## src/rtl/evg_tx_framer.sv

```systemverilog
// Event-generator transmit framer.
// Builds the 16-bit GTY character stream: byte 0 carries periodic K28.5 commas
// interleaved with the distributed bus, byte 1 carries one event code per word
// chosen by fixed priority (heartbeat > seconds shift > user FIFO > null).
// Every output is a flop, so inputs sampled at edge N appear after edge N.
module evg_tx_framer #(
    parameter int         COMMA_INTERVAL     = 2,
    parameter int         FIFO_DEPTH         = 16,
    parameter int         HEARTBEAT_INTERVAL = 125000000,
    parameter logic [7:0] HEARTBEAT_CODE     = 8'h7A,
    parameter logic [7:0] SHIFT0_CODE        = 8'h70,
    parameter logic [7:0] SHIFT1_CODE        = 8'h71
) (
    input  logic                          evrTxClk,
    input  logic                          evrTxReset_n,
    input  logic [7:0]                    eventCode,
    input  logic                          eventValid,
    output logic                          eventReady,
    output logic [$clog2(FIFO_DEPTH):0]   fifoLevel,
    input  logic [7:0]                    dbus,
    input  logic [31:0]                   seconds,
    input  logic                          secondsValid,
    output logic                          secondsBusy,
    output logic [15:0]                   txChars,
    output logic [1:0]                    txCharIsK
);

    localparam int PTR_W  = $clog2(FIFO_DEPTH);
    localparam int LVL_W  = PTR_W + 1;
    localparam int WORD_W = $clog2(COMMA_INTERVAL);

    localparam logic [LVL_W-1:0]  FULL_LEVEL = LVL_W'(FIFO_DEPTH);
    localparam logic [WORD_W-1:0] WORD_LAST  = WORD_W'(COMMA_INTERVAL - 1);
    localparam logic [31:0]       HB_LAST    = 32'(HEARTBEAT_INTERVAL - 1);
    localparam logic [7:0]        K28_5      = 8'hBC;

    // Word position within the comma period
    logic [WORD_W-1:0] word_q, word_d;

    // Heartbeat timer and the single-entry pending flag
    logic [31:0] hb_cnt_q, hb_cnt_d;
    logic        hb_pend_q, hb_pend_d;
    logic        hb_term;

    // Seconds shifter: MSB is the next bit to send
    logic [31:0] sh_data_q, sh_data_d;
    logic [4:0]  sh_cnt_q, sh_cnt_d;
    logic        sh_busy_q, sh_busy_d;
    logic        sh_win;

    // User event FIFO
    logic [7:0]       fifo_mem [FIFO_DEPTH];
    logic [PTR_W-1:0] rd_ptr_q, rd_ptr_d;
    logic [PTR_W-1:0] wr_ptr_q, wr_ptr_d;
    logic [LVL_W-1:0] level_q, level_d;
    logic             ready_q, ready_d;
    logic             push, pop;

    // Registered line outputs
    logic [15:0] tx_chars_q, tx_chars_d;
    logic [1:0]  tx_k_q, tx_k_d;

    // Next-state logic: comma slotting, byte-1 arbitration, timers, FIFO bookkeeping
    always_comb begin
        word_d     = (word_q == WORD_LAST) ? '0 : word_q + WORD_W'(1);
        hb_cnt_d   = hb_cnt_q;
        hb_pend_d  = hb_pend_q;
        hb_term    = 1'b0;
        sh_data_d  = sh_data_q;
        sh_cnt_d   = sh_cnt_q;
        sh_busy_d  = sh_busy_q;
        sh_win     = 1'b0;
        rd_ptr_d   = rd_ptr_q;
        wr_ptr_d   = wr_ptr_q;
        level_d    = level_q;
        pop        = 1'b0;
        tx_chars_d = 16'h0000;
        tx_k_d     = 2'b00;

        // Byte 0: comma on the first word of each period, bus data otherwise
        if (word_q == '0) begin
            tx_chars_d[7:0] = K28_5;
            tx_k_d[0]       = 1'b1;
        end else begin
            tx_chars_d[7:0] = dbus;
        end

        // Byte 1: one winner per word, never a K character
        if (hb_pend_q) begin
            tx_chars_d[15:8] = HEARTBEAT_CODE;
            hb_pend_d        = 1'b0;
        end else if (sh_busy_q) begin
            sh_win           = 1'b1;
            tx_chars_d[15:8] = sh_data_q[31] ? SHIFT1_CODE : SHIFT0_CODE;
        end else if (level_q != '0) begin
            pop              = 1'b1;
            tx_chars_d[15:8] = fifo_mem[rd_ptr_q];
        end

        // Heartbeat timer; a terminal count while pending simply re-sets the flag
        if (HEARTBEAT_INTERVAL != 0) begin
            if (hb_cnt_q == HB_LAST) begin
                hb_cnt_d = '0;
                hb_term  = 1'b1;
            end else begin
                hb_cnt_d = hb_cnt_q + 32'd1;
            end
        end
        if (hb_term) begin
            hb_pend_d = 1'b1;
        end

        // Seconds shifter: advance on a won slot, load only when idle
        if (sh_win) begin
            sh_data_d = {sh_data_q[30:0], 1'b0};
            sh_cnt_d  = sh_cnt_q + 5'd1;
            if (sh_cnt_q == 5'd31) begin
                sh_busy_d = 1'b0;
            end
        end else if (!sh_busy_q && secondsValid) begin
            sh_data_d = seconds;
            sh_cnt_d  = 5'd0;
            sh_busy_d = 1'b1;
        end

        // FIFO: null codes are handshaken but never stored
        push = eventValid && ready_q && (eventCode != 8'h00);
        if (push) begin
            wr_ptr_d = wr_ptr_q + PTR_W'(1);
        end
        if (pop) begin
            rd_ptr_d = rd_ptr_q + PTR_W'(1);
        end
        if (push && !pop) begin
            level_d = level_q + LVL_W'(1);
        end else if (!push && pop) begin
            level_d = level_q - LVL_W'(1);
        end
        ready_d = (level_d != FULL_LEVEL);
    end

    // State and output registers with synchronous active-low reset
    always_ff @(posedge evrTxClk) begin
        if (!evrTxReset_n) begin
            word_q     <= '0;
            hb_cnt_q   <= '0;
            hb_pend_q  <= 1'b0;
            sh_data_q  <= '0;
            sh_cnt_q   <= '0;
            sh_busy_q  <= 1'b0;
            rd_ptr_q   <= '0;
            wr_ptr_q   <= '0;
            level_q    <= '0;
            ready_q    <= 1'b0;
            tx_chars_q <= 16'h00BC;
            tx_k_q     <= 2'b01;
        end else begin
            word_q     <= word_d;
            hb_cnt_q   <= hb_cnt_d;
            hb_pend_q  <= hb_pend_d;
            sh_data_q  <= sh_data_d;
            sh_cnt_q   <= sh_cnt_d;
            sh_busy_q  <= sh_busy_d;
            rd_ptr_q   <= rd_ptr_d;
            wr_ptr_q   <= wr_ptr_d;
            level_q    <= level_d;
            ready_q    <= ready_d;
            tx_chars_q <= tx_chars_d;
            tx_k_q     <= tx_k_d;
        end
    end

    // FIFO storage write port; contents need no reset since pointers define validity
    always_ff @(posedge evrTxClk) begin
        if (evrTxReset_n && push) begin
            fifo_mem[wr_ptr_q] <= eventCode;
        end
    end

    assign txChars     = tx_chars_q;
    assign txCharIsK   = tx_k_q;
    assign eventReady  = ready_q;
    assign fifoLevel   = level_q;
    assign secondsBusy = sh_busy_q;

endmodule
```

## config.mk

```make
export PLATFORM = sky130hd
export DESIGN_NAME = evg_tx_framer
export DESIGN_NICKNAME = d
export VERILOG_FILES = /design/src/rtl/evg_tx_framer.sv
export SDC_FILE = /design/constraint.sdc
export NUM_CORES = 1
export LEC_CHECK = 0
export ABC_AREA = 1
export CAP_MARGIN = 20
export CORE_ASPECT_RATIO = 0.7
export CORE_MARGIN = 1
export CORE_UTILIZATION = 40
export DETAILED_ROUTE_END_ITERATION = 8
export GPL_TIMING_DRIVEN = 0
export HOLD_SLACK_MARGIN = 0.02
export PLACE_DENSITY = 0.6
export REMOVE_ABC_BUFFERS = 1
export SLEW_MARGIN = 15
export SYNTH_ARGS = -nofsm -noshare
export SYNTH_HDL_FRONTEND = slang
export SYNTH_SLANG_ARGS = --single-unit
```

## constraint.sdc

```tcl
create_clock -name evrTxClk -period 3.6 [get_ports evrTxClk]
set_input_delay 0.9 -clock evrTxClk [delete_from_list [all_inputs] [get_ports evrTxClk]]
set_output_delay 0.9 -clock evrTxClk [all_outputs]
set_load 0.005 [all_outputs]
```

==> metrics.log <==
[metrics] result of the run: complete, no violations
[metrics] Yosys warning count: 0
[metrics] global route total overflow: 0
[metrics] Port Buffers: 75
[metrics] sequential-to-total area share from yosys stat: 60.70%
[metrics] slew at the pin closest to its max-slew limit: 1060 ps
[metrics] synth cell count leaders: 194 x sky130_fd_sc_hd__nand2_1, 160 x sky130_fd_sc_hd__nor2_1, 128 x sky130_fd_sc_hd__edfxtp_1, 107 x sky130_fd_sc_hd__dfxtp_1, 76 x sky130_fd_sc_hd__o21ai_0
[metrics] power density of the placed cells: 598.3 nW/um^2
[metrics] mean instance size in the synthesized netlist: 9.603 um^2
[metrics] Post-CTS Hold Buffers: 0
[metrics] number of clock buffers inserted by TritonCTS: 22
[metrics] largest stage delay on the critical path: 1030 ps
[metrics] Max transition margin: 29.36%
[metrics] detail-routed via count per cell: 5.064
[metrics] Setup Slack @ Placement: -161.4 ps
[metrics] Initial DRC Count: 506
[metrics] cells along the critical path: clkdlybuf4s50_1 -> nor2_1 -> nand2_1 -> o21ai_2 -> inv_1 -> nand2_1 -> nor2_1
[metrics] cell with the largest stage delay on the worst path: sky130_fd_sc_hd__clkdlybuf4s50_1
[metrics] maximum number of pins on one net before global-route repair: 65
[metrics] Sinks on Clock Net: 235
[metrics] Clock H-tree levels: 1
[metrics] dominant register cell in the synthesized netlist: sky130_fd_sc_hd__edfxtp_1
[metrics] CTS tree: yes
[metrics] Max Cap Violations: 0
[metrics] destination of the worst hold path: word_q
[metrics] critical path data required time: 3730 ps
[metrics] antenna violations before repair: 0
[metrics] proportion of netlist area held by the largest area contributor: 38.97%
[metrics] total I/O pin count: 77
[metrics] diode count: 0
[metrics] Seq cells post-synth: 235
[metrics] Routability Congestion: 0.8157
[metrics] detailed-placement wirelength estimate: 13.95 mm
[metrics] leakage power total: 3.975 nW
[metrics] DR vias: 7166
[metrics] Worst Path Arrival: 3380 ps
[metrics] time the worst path needs with I/O delays and setup: 3251 ps
[metrics] most frequent cell after synthesis: sky130_fd_sc_hd__nand2_1
[metrics] share of total power consumed by net switching: 29.36%
[metrics] biggest area contributors in the synthesized netlist: sky130_fd_sc_hd__edfxtp_1 39%, sky130_fd_sc_hd__dfxtp_1 22%, sky130_fd_sc_hd__nand2_1 7.4%
[metrics] Area growth, synth to finish: 17.52%
[metrics] core region area: 23930 um^2
[metrics] endpoint of the worst-slack reg-to-reg timing path: txChars[11]
[metrics] post-synthesis cell area: 9862 um^2
[metrics] net count of the finished layout: 1144
[metrics] P_sw: 0.002036 W
[metrics] wirelength, routed: 22.26 mm
[metrics] Fmax: 307.6 MHz
[metrics] Total Routing Usage GR: 17.75%
[metrics] number of gates resized after CTS: 0
[metrics] First-pass DRT Iterations: 7
[metrics] element type at the critical path end: register
[metrics] dominant cell type by area after synthesis: sky130_fd_sc_hd__edfxtp_1
[metrics] Final Hold Fails: 0
[metrics] number of flops mapped to enable cells by yosys: 128
[metrics] die outline height: 133.4 um
[metrics] Starting Density: 41.20%
[metrics] depth of the worst hold-timing path: 1
[metrics] final slew viol count: 0
[metrics] number of global-route vias before repair: 6542
[metrics] WL/cell: 15.73 um
[metrics] Internal: 0.004898 W
[metrics] class of the tightest hold or removal check: register to register
[metrics] Unique masters post-synth: 48
[metrics] RSZ-0062 raised after global routing: no
[metrics] final setup violation count: 0
[metrics] count of buffer and inverter cells on the critical path: 2
[metrics] critical path class: input pin to register
[metrics] power share of the clock group: 35.0%
[metrics] maximum buffer depth of the clock tree: 3
[metrics] setup TNS after final layout: 0 ps
[metrics] highest net fanout along the worst path: 18
[metrics] kind of cell adding the most delay to the critical path: buffers and inverters
[metrics] CTS Root Buffer Type: sky130_fd_sc_hd__clkbuf_16
[metrics] worst vdd rail ir drop: 0.0003755 V
[metrics] clock-pin slew reported for the worst setup and hold paths after clock tree synthesis: 60 ps
[metrics] final routed DRC violation total: 0
[metrics] wire length of the first global-routing pass: 35.56 mm
[metrics] fraction of synthesis flops using an asynchronous set or reset pin: 0%
[metrics] Register-to-Register Setup Slack: 810 ps
[metrics] worst setup skew after layout: 9.224 ps
[metrics] post-CTS setup buffer count: 0
[metrics] Mapped Cells: 1027
[metrics] least setup slack across all paths after layout: 349.1 ps
[metrics] Die Footprint: 25300 um^2
[metrics] Seq pwr share: 44.8%
[metrics] number of routed nets with antenna violations: 0
[metrics] Critical Path Source Type: input pin
[metrics] launch point of the worst hold path: word_q
[metrics] fraction of power consumed by combinational cells: 20.2%
[metrics] Core Rows: 47
[metrics] fraction of final layout cells with drive strength greater than 1: 7.384%
[metrics] Tcrit/Tclk final: 90.30%
[metrics] Worst-Skew Late Latency: 510 ps
[metrics] Worst R2R Path Depth: 8
[metrics] Die Span X: 189.7 um
sequential cells by signal, summed over array words and instances (netlist names), named ones only:
register / cells
word_q: 1
secondsBusy: 1
hb_pend_q: 1
eventReady: 1
txCharIsK: 1
wr_ptr_q: 4
sh_cnt_q: 5
txChars: 16
rd_ptr_q: 4
sh_data_q: 32
hb_cnt_q: 32
fifo_mem: 128
fifoLevel: 5
area by class of cell:
type                       count  area [um^2]
clock inverter                 8        90.09
sequential                   235         5987
timing repair buffer          76        770.7
fill                        2203        12340
multi-input combinational    672         3393
clock buffer                  31        666.9
inverter                      75        284.0
tap                          318        397.9
layout by cell type, fill, tap and decap left out, types with 8 or more instances in the layout:
cell type / Yosys / layout
sky130_fd_sc_hd__a21oi_1: 30 / 30
sky130_fd_sc_hd__a31oi_1: 33 / 33
sky130_fd_sc_hd__clkbuf_16: 0 / 24
sky130_fd_sc_hd__clkdlybuf4s50_1: 0 / 75
sky130_fd_sc_hd__dfxtp_1: 107 / 106
sky130_fd_sc_hd__edfxtp_1: 128 / 128
sky130_fd_sc_hd__ha_1: 10 / 10
sky130_fd_sc_hd__inv_1: 69 / 69
sky130_fd_sc_hd__nand2_1: 194 / 193
sky130_fd_sc_hd__nand2_2: 7 / 8
sky130_fd_sc_hd__nand3_1: 39 / 39
sky130_fd_sc_hd__nand4_1: 10 / 10
sky130_fd_sc_hd__nor2_1: 160 / 159
sky130_fd_sc_hd__nor3_1: 16 / 16
sky130_fd_sc_hd__o211ai_1: 14 / 14
sky130_fd_sc_hd__o21ai_0: 76 / 76
sky130_fd_sc_hd__o221ai_1: 10 / 10
sky130_fd_sc_hd__o22ai_1: 8 / 8
power groups by stage:
stage	Combinational, W	Sequential, W	Clock, W
6_report	0.00140	0.00311	0.00242
5_1_grt	0.00156	0.00313	0.00256
4_1_cts	0.00140	0.00311	0.00246
3_5_place_dp	0.00139	0.00317	0
3_3_place_gp	0.00131	0.00323	0
2_1_floorplan	0.000823	0.00315	0
worst max path at each step:
stage / startpoint / end / slack [ps] / cells past startpoint
2_1_floorplan: register / txChars[11] / 980 / 9
3_3_place_gp: evrTxReset_n / txChars[8] / -790 / 5
3_5_place_dp: eventCode[5] / fifo_mem[3][2] / -160 / 7
4_1_cts: eventCode[5] / fifo_mem[3][6] / 390 / 7
5_1_grt: eventCode[5] / fifo_mem[3][1] / 220 / 7
6_report: eventCode[5] / fifo_mem[3][4] / 350 / 7
metrics by stage:
| step | instances | instance area, um^2 | hold slack (ps) | utilization [%] | total power [W] |
|---|---|---|---|---|---|
| finish | 1415 | 11590 | 423.8 | 48.42 | 0.006934 |
| global route | 1415 | 11590 | 437.3 | 48.42 | 0.007247 |
| CTS | 1415 | 11590 | 432.9 | 48.42 | 0.006968 |
| detailed placement | 1376 | 10830 | 424.2 | 45.26 | 0.004560 |
| global placement | 1375 | 10800 | 400.5 | 45.13 | 0.004535 |
| floorplan | 982 | 9652 | 392.4 | - | 0.003970 |
routing by layer:
| layer | vias up | GRT usage (%) | part of all wire [%] |
|---|---|---|---|
| li1 | 3619 | - | - |
| met1 | 3356 | 27.73 | 51 |
| met2 | 163 | 25.52 | 43 |
| met3 | 28 | 2.634 | 4.8 |
| met4 | 0 | 4.301 | 1.7 |
| met5 | - | 0 | 0 |
cell families (layout without fill, tap and decap cells):
kind of cell / after synthesis / count (layout) / synth area share (%)
and+or+nand+nor: 463 / 463 / 20.93
DFF: 235 / 235 / 60.70
AOI/OAI and AO/OA: 187 / 187 / 11.09
buffers and inverters: 120 / 190 / 4.999
xor gates and xnor gates: 11 / 11 / 0.9769
adders and majority gates: 10 / 10 / 1.269
other: 1 / 1 / 0.03802
(Power assumes the default switching activity.)
